==> config.mk <==
export PLATFORM = sky130hd
export DESIGN_NAME = cheb_poly_eval_n
export DESIGN_NICKNAME = d
export VERILOG_FILES = /design/src/rtl/cheb_poly_eval_n.sv
export SDC_FILE = /design/constraint.sdc
export NUM_CORES = 2
export LEC_CHECK = 0
export CORE_ASPECT_RATIO = 1.1
export CORE_MARGIN = 1
export CORE_UTILIZATION = 55
export CTS_CLUSTER_SIZE = 28
export DETAILED_ROUTE_END_ITERATION = 8
export PLACE_DENSITY_LB_ADDON = 0.05
export SLEW_MARGIN = 20
export SYNTH_ARGS = -nofsm -noshare
export SYNTH_HDL_FRONTEND = slang
export SYNTH_SLANG_ARGS = --single-unit
export TNS_END_PERCENT = 5
==> constraint.sdc <==
create_clock -name clk -period 20.9 [get_ports clk]
set_input_delay 5.225 -clock clk [delete_from_list [all_inputs] [get_ports clk]]
set_output_delay 5.225 -clock clk [all_outputs]
set_load 0.05 [all_outputs]
==> src/rtl/cheb_poly_eval_n.sv <==
// -----------------------------------------------------------------------------
// cheb_poly_eval_n
//   Sequential Chebyshev series evaluator with one shared multiplier and one
//   shared adder. Computes
//       sum = SUM_{k=0..ORDER} coeffs[k] * T_{ORDER-k}(x)
//   with T0 = 1, T1 = x, Tk = 2x*T(k-1) - T(k-2). It is used by the LPC-to-LSP
//   root search and is called once per grid point.
//
//   All words are sign-magnitude (bit N-1 = sign), Q fractional bits.
//
//   Optional feature macro: CHEB_SAT_EN
//     defined   : multiply/add overflow clamps the magnitude to all ones (sign
//                 kept) and sets o_ovf, which stays set until the next INIT.
//     undefined : overflow wraps (upper bits dropped), o_ovf is tied to 0.
//
// Ports
//   clk       in   1              clock, rising edge
//   rst       in   1              asynchronous active-low reset
//   i_start   in   1              request, sampled only in IDLE
//   i_x       in   N              evaluation point
//   i_coeffs  in   (ORDER+1)*N    coeffs[k] = bits [k*N +: N]; coeffs[0] pairs with T_ORDER
//   o_sum     out  N              result, held from done until the next evaluation starts
//   o_busy    out  1              high from the edge after acceptance until done
//   o_done    out  1              one-cycle pulse, o_sum valid in that cycle
//   o_ovf     out  1              saturation occurred during this evaluation
// -----------------------------------------------------------------------------
module cheb_poly_eval_n #(
    parameter int N     = 32,
    parameter int Q     = 24,
    parameter int ORDER = 5
) (
    input  logic                     clk,
    input  logic                     rst,
    input  logic                     i_start,
    input  logic [N-1:0]             i_x,
    input  logic [(ORDER+1)*N-1:0]   i_coeffs,
    output logic [N-1:0]             o_sum,
    output logic                     o_busy,
    output logic                     o_done,
    output logic                     o_ovf
);

    localparam int M  = N - 1;                 // magnitude width
    localparam int IW = $clog2(ORDER + 1);     // T / coefficient index width

    localparam logic [IW-1:0] LAST = IW'(ORDER);
    localparam logic [N-1:0]  ONE  = {{(N-1-Q){1'b0}}, 1'b1, {Q{1'b0}}};

    localparam logic [2:0] S_IDLE    = 3'd0;
    localparam logic [2:0] S_INIT    = 3'd1;
    localparam logic [2:0] S_REC_MUL = 3'd2;
    localparam logic [2:0] S_REC_ADD = 3'd3;
    localparam logic [2:0] S_ACC_MUL = 3'd4;
    localparam logic [2:0] S_ACC_ADD = 3'd5;
    localparam logic [2:0] S_DONE    = 3'd6;

    // Returns {overflow, sign, magnitude}; magnitude is the wrapped value.
    function automatic logic [N:0] sm_mul(input logic [N-1:0] a, input logic [N-1:0] b);
        logic [2*M-1:0] full;
        logic [2*M-1:0] shifted;
        full    = {{M{1'b0}}, a[M-1:0]} * {{M{1'b0}}, b[M-1:0]};
        shifted = full >> Q;
        return {(|shifted[2*M-1:M]), a[N-1] ^ b[N-1], shifted[M-1:0]};
    endfunction

    // Sign-magnitude add; returns {overflow, sign, magnitude}.
    function automatic logic [N:0] sm_add(input logic [N-1:0] a, input logic [N-1:0] b);
        logic [M:0] s;
        logic       sg;
        if (a[N-1] == b[N-1]) begin
            s  = {1'b0, a[M-1:0]} + {1'b0, b[M-1:0]};
            sg = a[N-1];
        end else if (a[M-1:0] >= b[M-1:0]) begin
            s  = {1'b0, a[M-1:0] - b[M-1:0]};
            sg = a[N-1];
        end else begin
            s  = {1'b0, b[M-1:0] - a[M-1:0]};
            sg = b[N-1];
        end
        return {s[M], sg, s[M-1:0]};
    endfunction

    // Zero results are always reported as +0.
    function automatic logic [N-1:0] sm_norm(input logic [N-1:0] v);
        return (v[M-1:0] == '0) ? '0 : v;
    endfunction

`ifdef CHEB_SAT_EN
    function automatic logic [N-1:0] sm_sat(input logic ov, input logic [N-1:0] v);
        return ov ? {v[N-1], {M{1'b1}}} : v;
    endfunction
`endif

    logic [2:0]    r_state;
    logic [IW-1:0] r_k;
    logic [IW-1:0] r_j;
    logic [N-1:0]  r_x;
    logic [N-1:0]  r_x2;
    logic [N-1:0]  r_prod;
    logic [N-1:0]  r_sum;
    logic [N-1:0]  r_t [0:ORDER];
    logic [N-1:0]  r_c [0:ORDER];

    logic [IW-1:0] w_km1;
    logic [IW-1:0] w_km2;
    logic [IW-1:0] w_cidx;
    logic [N-1:0]  w_ma;
    logic [N-1:0]  w_mb;
    logic [N-1:0]  w_aa;
    logic [N-1:0]  w_ab;
    logic [N:0]    w_mul_raw;
    logic [N:0]    w_add_raw;
    logic          w_mul_ovf;
    logic          w_add_ovf;
    logic [N-1:0]  w_mul_res;
    logic [N-1:0]  w_add_res;
    logic          w_acc_phase;

    assign w_km1       = r_k - IW'(1);
    assign w_km2       = r_k - IW'(2);
    assign w_cidx      = LAST - r_j;
    assign w_acc_phase = (r_state == S_ACC_MUL) || (r_state == S_ACC_ADD);

    // Shared operand muxes: recurrence phase vs accumulation phase.
    always_comb begin
        w_ma = r_x2;
        w_mb = r_t[w_km1];
        w_aa = r_prod;
        w_ab = {~r_t[w_km2][N-1], r_t[w_km2][M-1:0]};   // -T(k-2): flip the sign bit
        if (w_acc_phase) begin
            w_ma = r_c[w_cidx];
            w_mb = r_t[r_j];
            w_aa = r_sum;
            w_ab = r_prod;
        end
    end

    assign w_mul_raw = sm_mul(w_ma, w_mb);
    assign w_add_raw = sm_add(w_aa, w_ab);
    assign w_mul_ovf = w_mul_raw[N];
    assign w_add_ovf = w_add_raw[N];

`ifdef CHEB_SAT_EN
    logic r_ovf;
    assign w_mul_res = sm_norm(sm_sat(w_mul_ovf, w_mul_raw[N-1:0]));
    assign w_add_res = sm_norm(sm_sat(w_add_ovf, w_add_raw[N-1:0]));
    assign o_ovf     = r_ovf;

    always_ff @(posedge clk or negedge rst) begin
        if (!rst) begin
            r_ovf <= 1'b0;
        end else begin
            case (r_state)
                S_INIT:               r_ovf <= 1'b0;
                S_REC_MUL, S_ACC_MUL: r_ovf <= r_ovf | w_mul_ovf;
                S_REC_ADD, S_ACC_ADD: r_ovf <= r_ovf | w_add_ovf;
                default:              r_ovf <= r_ovf;
            endcase
        end
    end
`else
    logic w_unused_ovf;
    assign w_unused_ovf = w_mul_ovf | w_add_ovf;
    assign w_mul_res    = sm_norm(w_mul_raw[N-1:0]);
    assign w_add_res    = sm_norm(w_add_raw[N-1:0]);
    assign o_ovf        = 1'b0;
`endif

    always_ff @(posedge clk or negedge rst) begin
        if (!rst) begin
            r_state <= S_IDLE;
            r_k     <= '0;
            r_j     <= '0;
            r_x     <= '0;
            r_x2    <= '0;
            r_prod  <= '0;
            r_sum   <= '0;
            for (int i = 0; i <= ORDER; i++) begin
                r_t[i] <= '0;
                r_c[i] <= '0;
            end
        end else begin
            case (r_state)
                S_IDLE: begin
                    if (i_start) begin
                        r_x <= i_x;
                        for (int i = 0; i <= ORDER; i++) begin
                            r_c[i] <= i_coeffs[i*N +: N];
                        end
                        r_state <= S_INIT;
                    end
                end
                S_INIT: begin
                    // 2x: shift the magnitude, keep the sign; top magnitude bit wraps out
                    r_x2    <= sm_norm({r_x[N-1], r_x[M-2:0], 1'b0});
                    r_t[0]  <= ONE;
                    r_t[1]  <= r_x;
                    r_sum   <= '0;
                    r_k     <= IW'(2);
                    r_j     <= '0;
                    r_state <= S_REC_MUL;
                end
                S_REC_MUL: begin
                    r_prod  <= w_mul_res;
                    r_state <= S_REC_ADD;
                end
                S_REC_ADD: begin
                    r_t[r_k] <= w_add_res;
                    r_k      <= r_k + IW'(1);
                    r_j      <= '0;
                    r_state  <= (r_k == LAST) ? S_ACC_MUL : S_REC_MUL;
                end
                S_ACC_MUL: begin
                    r_prod  <= w_mul_res;
                    r_state <= S_ACC_ADD;
                end
                S_ACC_ADD: begin
                    r_sum   <= w_add_res;
                    r_j     <= r_j + IW'(1);
                    r_state <= (r_j == LAST) ? S_DONE : S_ACC_MUL;
                end
                S_DONE: begin
                    r_state <= S_IDLE;
                end
                default: begin
                    r_state <= S_IDLE;
                end
            endcase
        end
    end

    assign o_sum  = r_sum;
    assign o_done = (r_state == S_DONE);
    assign o_busy = (r_state == S_REC_MUL) || (r_state == S_REC_ADD) ||
                    (r_state == S_ACC_MUL) || (r_state == S_ACC_ADD);

endmodule
==> results_tabular.tex <==
\begin{tabular}{lr}
\hline
Metric & Value \\
\hline
\multicolumn{2}{l}{\textbf{Synthesis}} \\
Number of warnings issued by yosys & 0 \\
Share of flip-flops with an asynchronous set or reset after synthesis & 100.0\% \\
Synthesized area per cell & 9.588 µm² \\
Most area-consuming cells after synthesis & fa\_1, dfrtp\_1, mux2\_2 \\
Post-synth EDFFs & 0 \\
Count of distinct cell types in the synthesized netlist & 103 \\
Count of state elements after synthesis & 520 \\
Mapped Area & 60450 µm² \\
Post-synthesis instance total & 6305 \\
Area fraction of the dominant cell type after synthesis & around 27\% \\
Synthesized netlist net count & 7659 \\
Seq/Total Area, Yosys & 21.53\% \\
Biggest area consumer among synthesized cells & fa\_1 \\
Main flop type after synthesis & dfrtp\_1 \\
\multicolumn{2}{l}{\textbf{Critical path}} \\
Required @ worst endpoint & 21.39 ns \\
Category of the critical setup timing path & flop to flop \\
Critical path startpoint category & flop \\
Worst Setup End Kind & flop \\
Worst EP arrival & 12.52 ns \\
Worst-path maximum fanout & 36 \\
Worst stage delay on the critical path & 0.81 ns \\
Worst path most repeated cell & fa\_1 \\
Cell at the slowest stage of the critical path & dfrtp\_4 \\
\multicolumn{2}{l}{\textbf{Route}} \\
DRC violation total after the first TritonRoute iteration & 5237 \\
DRC violation count after routing & 0 \\
Detailed Routing Iterations Pass 1 & 8 \\
Routed WL per cell & between 20 and 30 µm \\
Total wire length & 224400 µm \\
Routed via count & 49472 \\
Average via count per standard cell & 6.309 \\
Post-route ant nets & 0 \\
\multicolumn{2}{l}{\textbf{Clock tree}} \\
Number of sinks driven by the clock tree & 520 \\
Post-CTS setup repair buffer count & 0 \\
Root Buffer Master & clkbuf\_16 \\
TritonCTS clock tree & done \\
Clock insertion delay at the later pin of the skew report & 0.64 ns \\
CTS Hold Bufs & 0 \\
Resized Gates After CTS & 0 \\
Inserted Clock Buffers & 52 \\
Number of levels in the clock H-tree & 2 \\
Clock buffer depth & 3 \\
CTS clk-pin slew, worst paths & about 0.070 ns \\
\multicolumn{2}{l}{\textbf{GRT}} \\
Via count of the first global-routing pass & around 50000 \\
Congestion Overflow GR & 0 \\
First-pass GRT wire length & around 330000 µm \\
Number of antenna violations at the first check in global routing & 29 \\
GRT Resource Usage Total & about two fifths \\
Largest net degree at the start of global routing & 122 \\
\multicolumn{2}{l}{\textbf{Final layout}} \\
Number of nets in the layout & 7718 \\
Count of fill cells added during filler insertion & 9427 \\
Area grow syn2layout & 10.13\% \\
Most common cell after layout, fill and taps aside & inv\_1 \\
Final standard cell count with taps included and fillers excluded & 7841 \\
Fraction of final layout cells sized beyond drive strength 1 & between 10\% and 20\% \\
Most frequent cells in the layout & inv\_1, nand2\_1, fa\_1 \\
\multicolumn{2}{l}{\textbf{Floorplan}} \\
Height of the chip & roughly 350 µm \\
Full die area & 111200 µm² \\
Initial core utilization & a little under three fifths \\
Die Wd & 318.1 µm \\
I/O pin cnt & 262 \\
Cell row count & around 130 \\
Area of the placeable core & around 110000 µm² \\
\multicolumn{2}{l}{\textbf{Timing}} \\
Actual slew at the worst max-slew pin & 1.273 ns \\
Unrepaired setup endpoints after global routing & no \\
Slew Limit Fails & 0 \\
Largest clock skew in the final design & 0.02956 ns \\
Setup violations, final & 0 \\
Hold Fails Final Rpt & 0 \\
Minimum period implied by the final worst setup slack & 12.03 ns \\
Slew headroom & 14.84\% \\
Final period util & 57.57\% \\
Fmax & 0.08311 GHz \\
Total Negative Setup Slacks & 0 ns \\
\multicolumn{2}{l}{\textbf{Place}} \\
DP Cell Count & 7728 \\
Total half-perimeter wirelength after legalization and detailed placement & between 150000 and 200000 µm \\
Count of input and output buffers & 260 \\
Final GP Congestion & just over 1 \\
\multicolumn{2}{l}{\textbf{Worst hold path}} \\
Worst hold-check path type & flop to flop \\
\multicolumn{2}{l}{\textbf{Run status}} \\
Outcome & complete, no violations \\
\multicolumn{2}{l}{\textbf{Run}} \\
Max-cap violations & 0 \\
\hline
\end{tabular}
[routing by layer]
| metal | vias up | wire length (µm) | track usage (%) | share of wire (%) |
|---|---|---|---|---|
| li1 | 20801 | - | - | - |
| met5 | - | 98 | 0 | 0.044 |
| met3 | 623 | 22280 | 8.872 | 9.9 |
| met2 | 2733 | 101500 | 63.20 | 45 |
| met4 | 16 | 15340 | 23.44 | 6.8 |
| met1 | 25299 | 85170 | 52.90 | 38 |
[synth_stat cells, types with 19 or more instances]
cell and n:
inv_1 892, nand2_1 887, fa_1 820, dfrtp_1 520, nor2_1 470, mux2_2 350, clkbuf_1 316, ha_1 307
o21ai_0 290, a21oi_1 204, mux4_2 127, nand3_1 77, nor3_1 65, a221o_1 63, a21o_1 59, mux2i_1 57
nand2b_1 57, and2_1 54, xnor2_1 48, nand4_1 44, buf_2 42, o21a_1 39, a21boi_0 33, a31oi_1 31
buf_1 29, a221oi_1 27, o211ai_1 24, o21bai_1 24, or3_1 22, nor2b_1 21, xor2_1 19
[per-stage QoR]
stage	util (%)	hold WS [ns]	setup slack [ns]	instance area [µm²]
CTS	61.01	0.4858	9.092	66500
finish	61.07	0.4812	8.867	66580
global route	61.06	0.5070	8.310	66570
detailed placement	59.24	0.4695	9.168	64570
global placement	59.23	0.4641	9.298	64570
floorplan	-	0.4470	9.582	60450
[state kept, by name, indices dropped and copies added (netlist names)]
register  cells
r_x          32
r_c         192
r_prod       32
r_state       3
o_sum        32
r_j           3
r_k           3
r_t         192
r_x2         31
[worst max-delay path, delay by kind of cell (launching register included)]
family                     cells  cell delay, ns
adders and majority gates     10            4.77
AOI/OAI and AO/OA             10            3.57
buffers and inverters          9            1.39
and+or+nand+nor                5            0.89
DFF                            1            0.81
muxes                          1            0.40
[path summary, 6_finish.rpt]
check | start | end | slack, ns | cells past startpoint
hold / removal | r_x2[26]$_DFFE_PN0P_ | r_x2[26]$_DFFE_PN0P_ | 0.48 | 2
min in group asynchronous | rst | r_c[109]$_DFFE_PN0P_ | 4.66 | 1
setup reg to reg | r_k[0]$_DFFE_PN0P_ | r_prod[31]$_DFFE_PN0P_ | 8.87 | 35
hold reg to reg | r_x2[26]$_DFFE_PN0P_ | r_x2[26]$_DFFE_PN0P_ | 0.48 | 2
max in group asynchronous | rst | r_prod[24]$_DFFE_PN0P_ | 13.77 | 3
setup / recovery | r_k[0]$_DFFE_PN0P_ | r_prod[31]$_DFFE_PN0P_ | 8.87 | 35
[cell type report]
class                   count  area [µm²]  share of cell area (%)
multi-input cells        4490       42720                   64.18
well taps                1419        1775                   2.667
clock buffers              65        1460                   2.193
clock inverters            30       466.7                  0.7010
inverters                 895        3361                   5.048
flip-flops and latches    520       13020                   19.56
repair buffers            405        3721                   5.589
diodes                     17       42.54                 0.06390
[logic make-up (layout without fill, tap and decap cells)]
family / count (synthesis) / after routing / share of synthesized area [%]
compound gates: 996 / 996 / 10.97
xor+xnor: 71 / 71 / 1.097
fa+ha+maj: 1127 / 1127 / 33.51
buf+inv: 1295 / 1395 / 8.221
flops: 520 / 520 / 21.53
mux: 535 / 535 / 12.23
other cells: 1 / 18 / 0.006203
simple gates: 1760 / 1760 / 12.44
Power is not shown: default switching activity piles up to over one toggle a cycle in this logic, so the estimate is an artifact.
